File: src/rtl/vend_change_dispenser_pkg.sv
// -----------------------------------------------------------------------------
// vend_change_dispenser_pkg
// Shared definitions for the change dispenser and the vending FSM that feeds it:
// FSM state encoding, request word layout, and change-code constants.
// No ports (package).
// -----------------------------------------------------------------------------
package vend_change_dispenser_pkg;

    // Change is encoded as a count of coins of COIN_VALUE units each.
    localparam int CHANGE_W   = 2;
    localparam int COIN_VALUE = 5;
    localparam int REQ_W      = CHANGE_W + 1;

    typedef enum logic [2:0] {
        ST_IDLE,
        ST_PROD,
        ST_COIN_PULSE,
        ST_COIN_WAIT,
        ST_JAM
    } state_e;

    // One queued request: product strobe plus coins owed.
    typedef struct packed {
        logic                vend;
        logic [CHANGE_W-1:0] change;
    } req_t;

endpackage

File: src/rtl/vend_change_dispenser_req_fifo.sv
// -----------------------------------------------------------------------------
// vend_req_fifo
// DEPTH x WIDTH synchronous FIFO with first-word-fall-through read (dout shows
// the head entry whenever empty=0). A push is accepted when not full, or when
// a pop happens in the same cycle.
// Ports:
//   clk, rst      clock, synchronous active-high reset
//   push, din     write strobe and data
//   pop, dout     read strobe and head data
//   full, empty   occupancy flags
// -----------------------------------------------------------------------------
module vend_req_fifo #(
    parameter int DEPTH = 4,
    parameter int WIDTH = 3
) (
    input  logic             clk,
    input  logic             rst,
    input  logic             push,
    input  logic             pop,
    input  logic [WIDTH-1:0] din,
    output logic [WIDTH-1:0] dout,
    output logic             full,
    output logic             empty
);

    localparam int            AW      = $clog2(DEPTH);
    localparam logic [AW:0]   DEPTH_C = (AW + 1)'(DEPTH);

    logic [WIDTH-1:0] mem_q [DEPTH];
    logic [AW-1:0]    wr_ptr_q, rd_ptr_q;
    logic [AW:0]      count_q, count_d;
    logic             do_push, do_pop;

    assign full    = (count_q == DEPTH_C);
    assign empty   = (count_q == '0);
    assign do_pop  = pop && !empty;
    assign do_push = push && (!full || do_pop);
    assign dout    = mem_q[rd_ptr_q];

    // NOTE: every path assigns count_d up front so no latch is inferred.
    always_comb begin
        count_d = count_q;
        case ({do_push, do_pop})
            2'b10:   count_d = count_q + 1'b1;
            2'b01:   count_d = count_q - 1'b1;
            default: count_d = count_q;
        endcase
    end

    // NOTE: state uses non-blocking assignments so all flops update together.
    always_ff @(posedge clk) begin
        if (rst) begin
            wr_ptr_q <= '0;
            rd_ptr_q <= '0;
            count_q  <= '0;
        end else begin
            if (do_push) wr_ptr_q <= wr_ptr_q + 1'b1;
            if (do_pop)  rd_ptr_q <= rd_ptr_q + 1'b1;
            count_q <= count_d;
        end
    end

    // NOTE: storage is not reset; count/pointers alone decide what is valid.
    always_ff @(posedge clk) begin
        if (do_push) mem_q[wr_ptr_q] <= din;
    end

endmodule

File: src/rtl/vend_change_dispenser.sv
// -----------------------------------------------------------------------------
// vend_change_dispenser
// Queues vend/change requests from the vending FSM and drives the product motor
// and coin-hopper solenoid with fixed-width pulses. Each coin is confirmed by
// the hopper sensor; a missing confirmation within TIMEOUT_CYCLES raises jam.
// Configuration macro: VEND_STATS_EN (defined -> coins_paid counter present,
// undefined -> coins_paid tied to zero).
// Ports:
//   clk, rst       clock, synchronous active-high reset
//   vend_in        product-vend strobe, one request per high cycle
//   change_in      coins owed (0..3), valid with the strobe
//   coin_sensed    hopper sensor pulse, one per coin passed
//   jam_clr        operator clear of the jam condition
//   product_eject  product motor pulse
//   coin_eject     hopper solenoid pulse, one per coin
//   busy           FSM active or requests pending
//   jam            sticky timeout error, cleared by jam_clr
//   q_overflow     sticky: a request was dropped on a full queue
//   coins_paid     wrapping count of confirmed coins
// -----------------------------------------------------------------------------
module vend_change_dispenser
    import vend_change_dispenser_pkg::*;
#(
    parameter int PULSE_CYCLES   = 4,
    parameter int TIMEOUT_CYCLES = 64,
    parameter int QDEPTH         = 4
) (
    input  logic                clk,
    input  logic                rst,
    input  logic                vend_in,
    input  logic [CHANGE_W-1:0] change_in,
    input  logic                coin_sensed,
    input  logic                jam_clr,
    output logic                product_eject,
    output logic                coin_eject,
    output logic                busy,
    output logic                jam,
    output logic                q_overflow,
    output logic [7:0]          coins_paid
);

    localparam int            PW         = $clog2(PULSE_CYCLES) + 1;
    localparam int            TW         = $clog2(TIMEOUT_CYCLES) + 1;
    localparam logic [PW-1:0] PULSE_LAST = PW'(PULSE_CYCLES - 1);
    localparam logic [TW-1:0] TMO_LAST   = TW'(TIMEOUT_CYCLES - 1);

    state_e              state_q, state_d;
    logic [PW-1:0]       pulse_q, pulse_d;
    logic [TW-1:0]       tmo_q, tmo_d;
    logic [CHANGE_W-1:0] rem_q, rem_d;
    logic                ovf_q;

    logic                push_req, pop;
    logic                fifo_full, fifo_empty;
    logic [REQ_W-1:0]    fifo_dout;
    req_t                head;

    // A {0,00} request carries nothing to dispense and is never queued.
    assign push_req = vend_in || (change_in != '0);
    assign head     = req_t'(fifo_dout);

    vend_req_fifo #(
        .DEPTH (QDEPTH),
        .WIDTH (REQ_W)
    ) u_fifo (
        .clk   (clk),
        .rst   (rst),
        .push  (push_req),
        .pop   (pop),
        .din   ({vend_in, change_in}),
        .dout  (fifo_dout),
        .full  (fifo_full),
        .empty (fifo_empty)
    );

    always_comb begin
        state_d = state_q;
        pulse_d = pulse_q;
        tmo_d   = tmo_q;
        rem_d   = rem_q;
        pop     = 1'b0;
        case (state_q)
            ST_IDLE: begin
                if (!fifo_empty) begin
                    pop     = 1'b1;
                    pulse_d = '0;
                    rem_d   = head.change;
                    state_d = head.vend ? ST_PROD : ST_COIN_PULSE;
                end
            end
            ST_PROD: begin
                if (pulse_q == PULSE_LAST) begin
                    pulse_d = '0;
                    state_d = (rem_q != '0) ? ST_COIN_PULSE : ST_IDLE;
                end else begin
                    pulse_d = pulse_q + 1'b1;
                end
            end
            ST_COIN_PULSE: begin
                if (pulse_q == PULSE_LAST) begin
                    pulse_d = '0;
                    tmo_d   = '0;
                    state_d = ST_COIN_WAIT;
                end else begin
                    pulse_d = pulse_q + 1'b1;
                end
            end
            ST_COIN_WAIT: begin
                // Sensing wins over the timeout, even on the final wait cycle.
                if (coin_sensed) begin
                    rem_d   = rem_q - 1'b1;
                    state_d = (rem_q != CHANGE_W'(1)) ? ST_COIN_PULSE : ST_IDLE;
                end else if (tmo_q == TMO_LAST) begin
                    state_d = ST_JAM;
                end else begin
                    tmo_d = tmo_q + 1'b1;
                end
            end
            ST_JAM: begin
                if (jam_clr) begin
                    rem_d   = '0;
                    state_d = ST_IDLE;
                end
            end
            default: state_d = ST_IDLE;
        endcase
    end

    always_ff @(posedge clk) begin
        if (rst) begin
            state_q <= ST_IDLE;
            pulse_q <= '0;
            tmo_q   <= '0;
            rem_q   <= '0;
            ovf_q   <= 1'b0;
        end else begin
            state_q <= state_d;
            pulse_q <= pulse_d;
            tmo_q   <= tmo_d;
            rem_q   <= rem_d;
            // A pop in the same cycle frees a slot, so only a full, non-popping
            // queue drops the request.
            if (push_req && fifo_full && !pop) ovf_q <= 1'b1;
        end
    end

    assign product_eject = (state_q == ST_PROD);
    assign coin_eject    = (state_q == ST_COIN_PULSE);
    assign jam           = (state_q == ST_JAM);
    assign busy          = (state_q != ST_IDLE) || !fifo_empty;
    assign q_overflow    = ovf_q;

`ifdef VEND_STATS_EN
    logic [7:0] paid_q;

    always_ff @(posedge clk) begin
        if (rst) begin
            paid_q <= '0;
        end else if (state_q == ST_COIN_WAIT && coin_sensed) begin
            paid_q <= paid_q + 1'b1;
        end
    end

    assign coins_paid = paid_q;
`else
    assign coins_paid = 8'd0;
`endif

endmodule

File: config.mk
export PLATFORM = sky130hd
export DESIGN_NAME = vend_change_dispenser
export DESIGN_NICKNAME = d
export VERILOG_FILES = /design/src/rtl/vend_change_dispenser_pkg.sv /design/src/rtl/vend_change_dispenser_req_fifo.sv /design/src/rtl/vend_change_dispenser.sv
export SDC_FILE = /design/constraint.sdc
export NUM_CORES = 1
export LEC_CHECK = 0
export CAP_MARGIN = 25
export CORE_UTILIZATION = 55
export CTS_CLUSTER_SIZE = 25
export DETAILED_ROUTE_END_ITERATION = 10
export GPL_ROUTABILITY_DRIVEN = 0
export PLACE_DENSITY = 0.8
export RECOVER_POWER = 100
export SLEW_MARGIN = 40
export SYNTH_ARGS = -nofsm -noshare
export SYNTH_HDL_FRONTEND = slang
export SYNTH_SLANG_ARGS = --single-unit
File: constraint.sdc
create_clock -name clk -period 3.87 [get_ports clk]
set_clock_uncertainty 0.05 [all_clocks]
set_input_delay 0.387 -clock clk [delete_from_list [all_inputs] [get_ports clk]]
set_output_delay 0.387 -clock clk [all_outputs]
set_load 0.02 [all_outputs]
### Word-level counts from Yosys, hierarchy flattened

Memory sizes are Yosys's and may differ from the RTL's. A register that Yosys moved wholly into a read port is not among the register bits.
Index checks and enable logic that the tools add are counted.

* memories kept: 1
* RAM bits: 12
* output and inout bits: 13
* register bits after elaboration: 23
* word-level logic and storage cells: 86

* reduce and logical (&&, ||, !) cells: 24
* equal/unequal tests: 18
* muxes and demuxes: 28
* $add $sub $neg: 7

Memories
* u_fifo.mem_q: depth 4, width 3, rd ports 1, clocked after Yosys merged registers in 1, wr ports 1, RTL line vend_change_dispenser_req_fifo.sv:29 `logic [WIDTH-1:0] mem_q [DEPTH];`

Operator list (count)
* 3-bit 2-to-1 mux: 8
* 7-bit 2-to-1 mux: 3
* 2-bit 2-to-1 mux: 8
* 3-bit one-hot mux with 5 select lines: 1
* 7-bit one-hot mux with 2 select lines: 1
* 3-bit one-hot mux with 2 select lines: 2
* 2-bit != test, second input constant: 5
* 2-bit nonzero test: 5
* 3-bit by 2-bit == test with 1-bit output, second input constant: 3
* 4-bit AND reduction: 2
* 7-bit by 1-bit adder with 7-bit output, second input constant: 1
* 7-bit by 6-bit == test with 1-bit output, second input constant: 1
* 3-bit by 1-bit adder with 3-bit output, second input constant: 2
* 3-bit == test, second input constant: 2
* 3-bit zero test: 2
* 2-bit by 1-bit != test with 1-bit output, second input constant: 3
* 2-bit one-hot mux with 3 select lines: 1
* 3-bit nonzero test: 2
* 5-bit AND reduction: 1
* 2-bit by 1-bit adder with 2-bit output, second input constant: 2
* 1-bit logical AND: 4
* 1-bit 2-to-1 mux: 4
* 3-bit by 1-bit == test with 1-bit output, second input constant: 1
* 1-bit zero test: 3
* 8 further kinds: 10

### Longest topological paths before layout

* depth after elaboration: 8
* mapped depth: 8
* depth with buffers taken out: 7

### Cells and area by module

From an unflattened synthesis, not the netlist that was laid out.

* cell total of the unflattened synthesis: 198
* area total of the unflattened synthesis: 1993.2 sq um

By module, submodules not included
* vend_change_dispenser: cells an instance 129, instances 1, area each 1069.8 sq um
* vend_req_fifo: cells an instance 69, instances 1, area each 923.4 sq um

### Least setup slack after synthesis

No wires, ideal clock.

* kind: register to register
* start: register state_q[0]
* end: register u_fifo.count_q[2]
* slack: 1.593 ns
* setup time: 0.128 ns
* data arrival time: 2.099 ns
* cell stages (with the launch flop): 9
* path through: dfxtp_1 > buf_6 > or3_4 > nor2_1 > nand2_1 > fa_1 > or3_1 > a32oi_1 > a21oi_1

* longest elaborated chain between the ends: 7
* elaborated cells between the ends (all ways): 9
* classes of those cells: eq/ne (2); mux (2); reduce/logical (5)

Ends and longest elaborated chain
* from (decl): RTL line vend_change_dispenser.sv:47 `state_e state_q, state_d;`
* from (signal assigned): RTL line vend_change_dispenser.sv:137 `state_q <= state_d;`
* 3-bit zero test (*): RTL line vend_change_dispenser.sv:82 `case (state_q)`
* 1-bit 2-to-1 mux (*): RTL line vend_change_dispenser.sv:82
* 1-bit logical AND (*): RTL line vend_change_dispenser_req_fifo.sv:36 `assign do_pop = pop && !empty;`
* 1-bit logical OR: RTL line vend_change_dispenser_req_fifo.sv:37 `assign do_push = push && (!full || do_pop);`
* 1-bit logical AND: RTL line vend_change_dispenser_req_fifo.sv:37
* 2-bit by 1-bit == test with 1-bit output or 2-bit == test (tied branches): RTL line vend_change_dispenser_req_fifo.sv:43 `case ({do_push, do_pop})`
* 3-bit one-hot mux with 2 select lines or 2-bit nonzero test (tied branches)
* to (signal assigned): RTL line vend_change_dispenser_req_fifo.sv:59 `count_q <= count_d;`
* to (decl): RTL line vend_change_dispenser_req_fifo.sv:31 `logic [AW:0] count_q, count_d;`

Every way passes the cells marked *; elsewhere a longest branch is shown, timed or not.
A chain may end at the register's enable or synchronous reset.

### Final worst setup path

* start: input port change_in[1]
* end: register u_fifo.count_q[2]

* longest elaborated chain between the ends: 5
* elaborated cells between the ends (all ways): 7
* classes of those cells: eq/ne (2); mux (1); reduce/logical (4)

Ends and longest elaborated chain
* from (decl): RTL line vend_change_dispenser.sv:31 `input logic [CHANGE_W-1:0] change_in,`
* 2-bit nonzero test (*): RTL line vend_change_dispenser.sv:59 `assign push_req = vend_in || (change_in != '0);`
* 1-bit logical OR (*): RTL line vend_change_dispenser.sv:59
* 1-bit logical AND (*): RTL line vend_change_dispenser_req_fifo.sv:37
* 2-bit by 1-bit == test with 1-bit output or 2-bit == test (tied branches): RTL line vend_change_dispenser_req_fifo.sv:43
* 3-bit one-hot mux with 2 select lines or 2-bit nonzero test (tied branches)

Marks and branches as above.

==> flow_summary.json <==
{
  "status": "finished, final reports clean",
  "ff_latch_area_um2": 861,
  "hold_viol_final": 0,
  "clock_sinks": 37,
  "cts_tree": "yes",
  "first_global_vias": 1520,
  "slew_headroom_pct": 42.2,
  "vias_per_cell": 5.97,
  "cp.arrival_ps": 3110,
  "fp.dieArea_um2": 3950,
  "grt_pass1_wl_um": 6630,
  "grt-ovfl-total": 0,
  "maxSlewViolCount": 0,
  "cts_buffers": 5,
  "hold_buffers": 0,
  "start_kind": "input pin",
  "synth_warnings": 0,
  "fin_tns_setup_ps": 0,
  "drc": 0,
  "routed-via-count": 1523,
  "avgSynthCellArea_um2": 10.3,
  "multi_input_area_um2": 986,
  "worst_slack_ps": 873,
  "ios": 20,
  "grt_use_total_pct": 21.5,
  "crit_type": "input pin to flip-flop",
  "wire_per_inst_um": 15.4,
  "synth_compound_area_share_pct": 15.2,
  "final_cell_mix": "nor2_1, dfxtp_1, inv_1",
  "postCtsSetupBuffers": 0,
  "clock_path_buffers": 2,
  "dpl.cell_count": 247,
  "synth-xor-area-share_pct": 1.72,
  "final.fill_count": 275,
  "synth-edff-count": 12,
  "async_flop_share_pct": 0,
  "synth_area_um2": 2030,
  "core_area_um2": 3440,
  "ys_types": 62,
  "fp-row-count": 21,
  "root_buffer": "clkbuf_8",
  "min_period_ps": 3000,
  "endpoint_kind": "flip-flop",
  "wirelength_um": 3930,
  "io_buffers": 11,
  "grt_antenna_before_repair": 0,
  "preCtsSetupSlack_ps": 955,
  "final-setup-viol-count": 0,
  "drt-pass1-iter-count": 4,
  "min_path_type": "flip-flop to flip-flop",
  "cp_max_fo": 8,
  "syn_to_final_growth_pct": 6.83,
  "netlist_instances": 197,
  "drtIter0Drc": 115,
  "grt_max_degree": 24,
  "n_antenna_cell": 0,
  "cts_resized": 0,
  "cts.clk_slew.worst_paths_ps": 80,
  "die_w_um": 62.8,
  "power.density_nw_per_um2": 693,
  "fmax_mhz": 334,
  "finalCritPeriodShare_pct": 77.4,
  "ant_nets": 0,
  "synthSimpleGateAreaFrac_pct": 20.3,
  "synth_adder_area_share_pct": 5.90,
  "start_util_pct": 59.1,
  "power_mw": 1.51,
  "final_net_count": 224,
  "fin_cells": 255,
  "vdd_drop_max_mv": 0.325,
  "yosys-mux-area-fraction_pct": 5.97,
  "leakagePower_nw": 0.843,
  "tightest_slew_ps": 860,
  "hpwl_um": 2710,
  "clk_latency_ps": 290,
  "die_h_um": 62.8,
  "ys_seq_area_share_pct": 42.3,
  "synth-seq-cells": 37,
  "crit_required_ps": 3980,
  "synth_top_family_by_area": "simple AND/OR/NAND/NOR gates",
  "ys.flop_type": "dfxtp_1",
  "drive_above_1_share_pct": 10.5,
  "rsz0062_at_grt": "false",
  "maxCapViolCount": 0,
  "cts.htree.levels": 2
}
stage by stage:
step | instance area [µm²] | hold slack (ps) | util (%)
after floorplan | 2060 | 354 | -
after detailed placement | 2110 | 368 | 61.2
after global placement | 2110 | 366 | 61.2
after global routing | 2170 | 414 | 63.1
after CTS | 2220 | 381 | 64.5
final | 2170 | 380 | 63.1
where the power goes:
group / internal (mW) / switching [mW] / total (mW)
Combinational: 0.261 / 0.338 / 0.600
Clock: 0.193 / 0.146 / 0.339
Sequential: 0.482 / 0.0853 / 0.567
synth_stat cells, drive strengths merged (4+ instances only):
cell type,count,area share [%]
nor3,5,1.7
or3,4,1.7
nand2,9,1.7
ha,8,4.9
a21oi,8,2.0
nor2,25,5.0
edfxtp,12,18
a311oi,4,1.7
buf,10,4.1
o21ai,5,1.2
inv,13,2.4
dfxtp,25,25
and2,5,1.5
nand3,6,1.5
worst paths after layout:
path | from | to | slack [ps] | depth (start not counted)
max reg2reg | state_q[2]$_SDFFE_PP0P_ | u_fifo.count_q[2]$_SDFFE_PP0P_ | 1160 | 7
min | pulse_q[2]$_SDFFE_PP0P_ | pulse_q[2]$_SDFFE_PP0P_ | 380 | 2
max | change_in[1] | u_fifo.count_q[2]$_SDFFE_PP0P_ | 870 | 7
min reg2reg | pulse_q[2]$_SDFFE_PP0P_ | pulse_q[2]$_SDFFE_PP0P_ | 380 | 2
area by class of cell:
cell class | count | area share (%)
inverters | 13 | 2.25
clock inverters | 3 | 2.13
well taps | 46 | 2.65
clock buffers | 5 | 3.17
flip-flops and latches | 37 | 39.6
multi-input cells | 140 | 45.4
repair buffers | 11 | 4.84
registers in the layout (all words and copies together), names as in the netlist, named ones only:
signal           cells
u_fifo.mem_q        12
q_overflow           1
tmo_q                7
state_q              3
rem_q                2
u_fifo.wr_ptr_q      2
u_fifo.rd_ptr_q      2
pulse_q              3
u_fifo.count_q       3
logic make-up after synthesis:
group,count (synthesis)
XOR/XNOR,4
buffers and inverters,27
flip-flops,37
other,1
multiplexers,8
adder cells (fa/ha/maj),9
AO/OA/AOI/OAI,40
AND/OR/NAND/NOR,71
worst max-delay path: stages:
cell and delay [ps]:
dlygate4sd3_1 600, nor3_1 730, nand2_1 150, fa_1 470
or3_1 430, a32oi_1 240, a21oi_1 100
per-layer routing:
metal | vias up | wire length [µm] | GRT usage [%]
met4 | 0 | 89 | 10.8
met1 | 746 | 1710 | 24.0
met5 | - | 0 | 0
li1 | 721 | - | -
met2 | 44 | 1990 | 38.6
met3 | 12 | 148 | 4.20
Power figures use the tool's default switching activity.
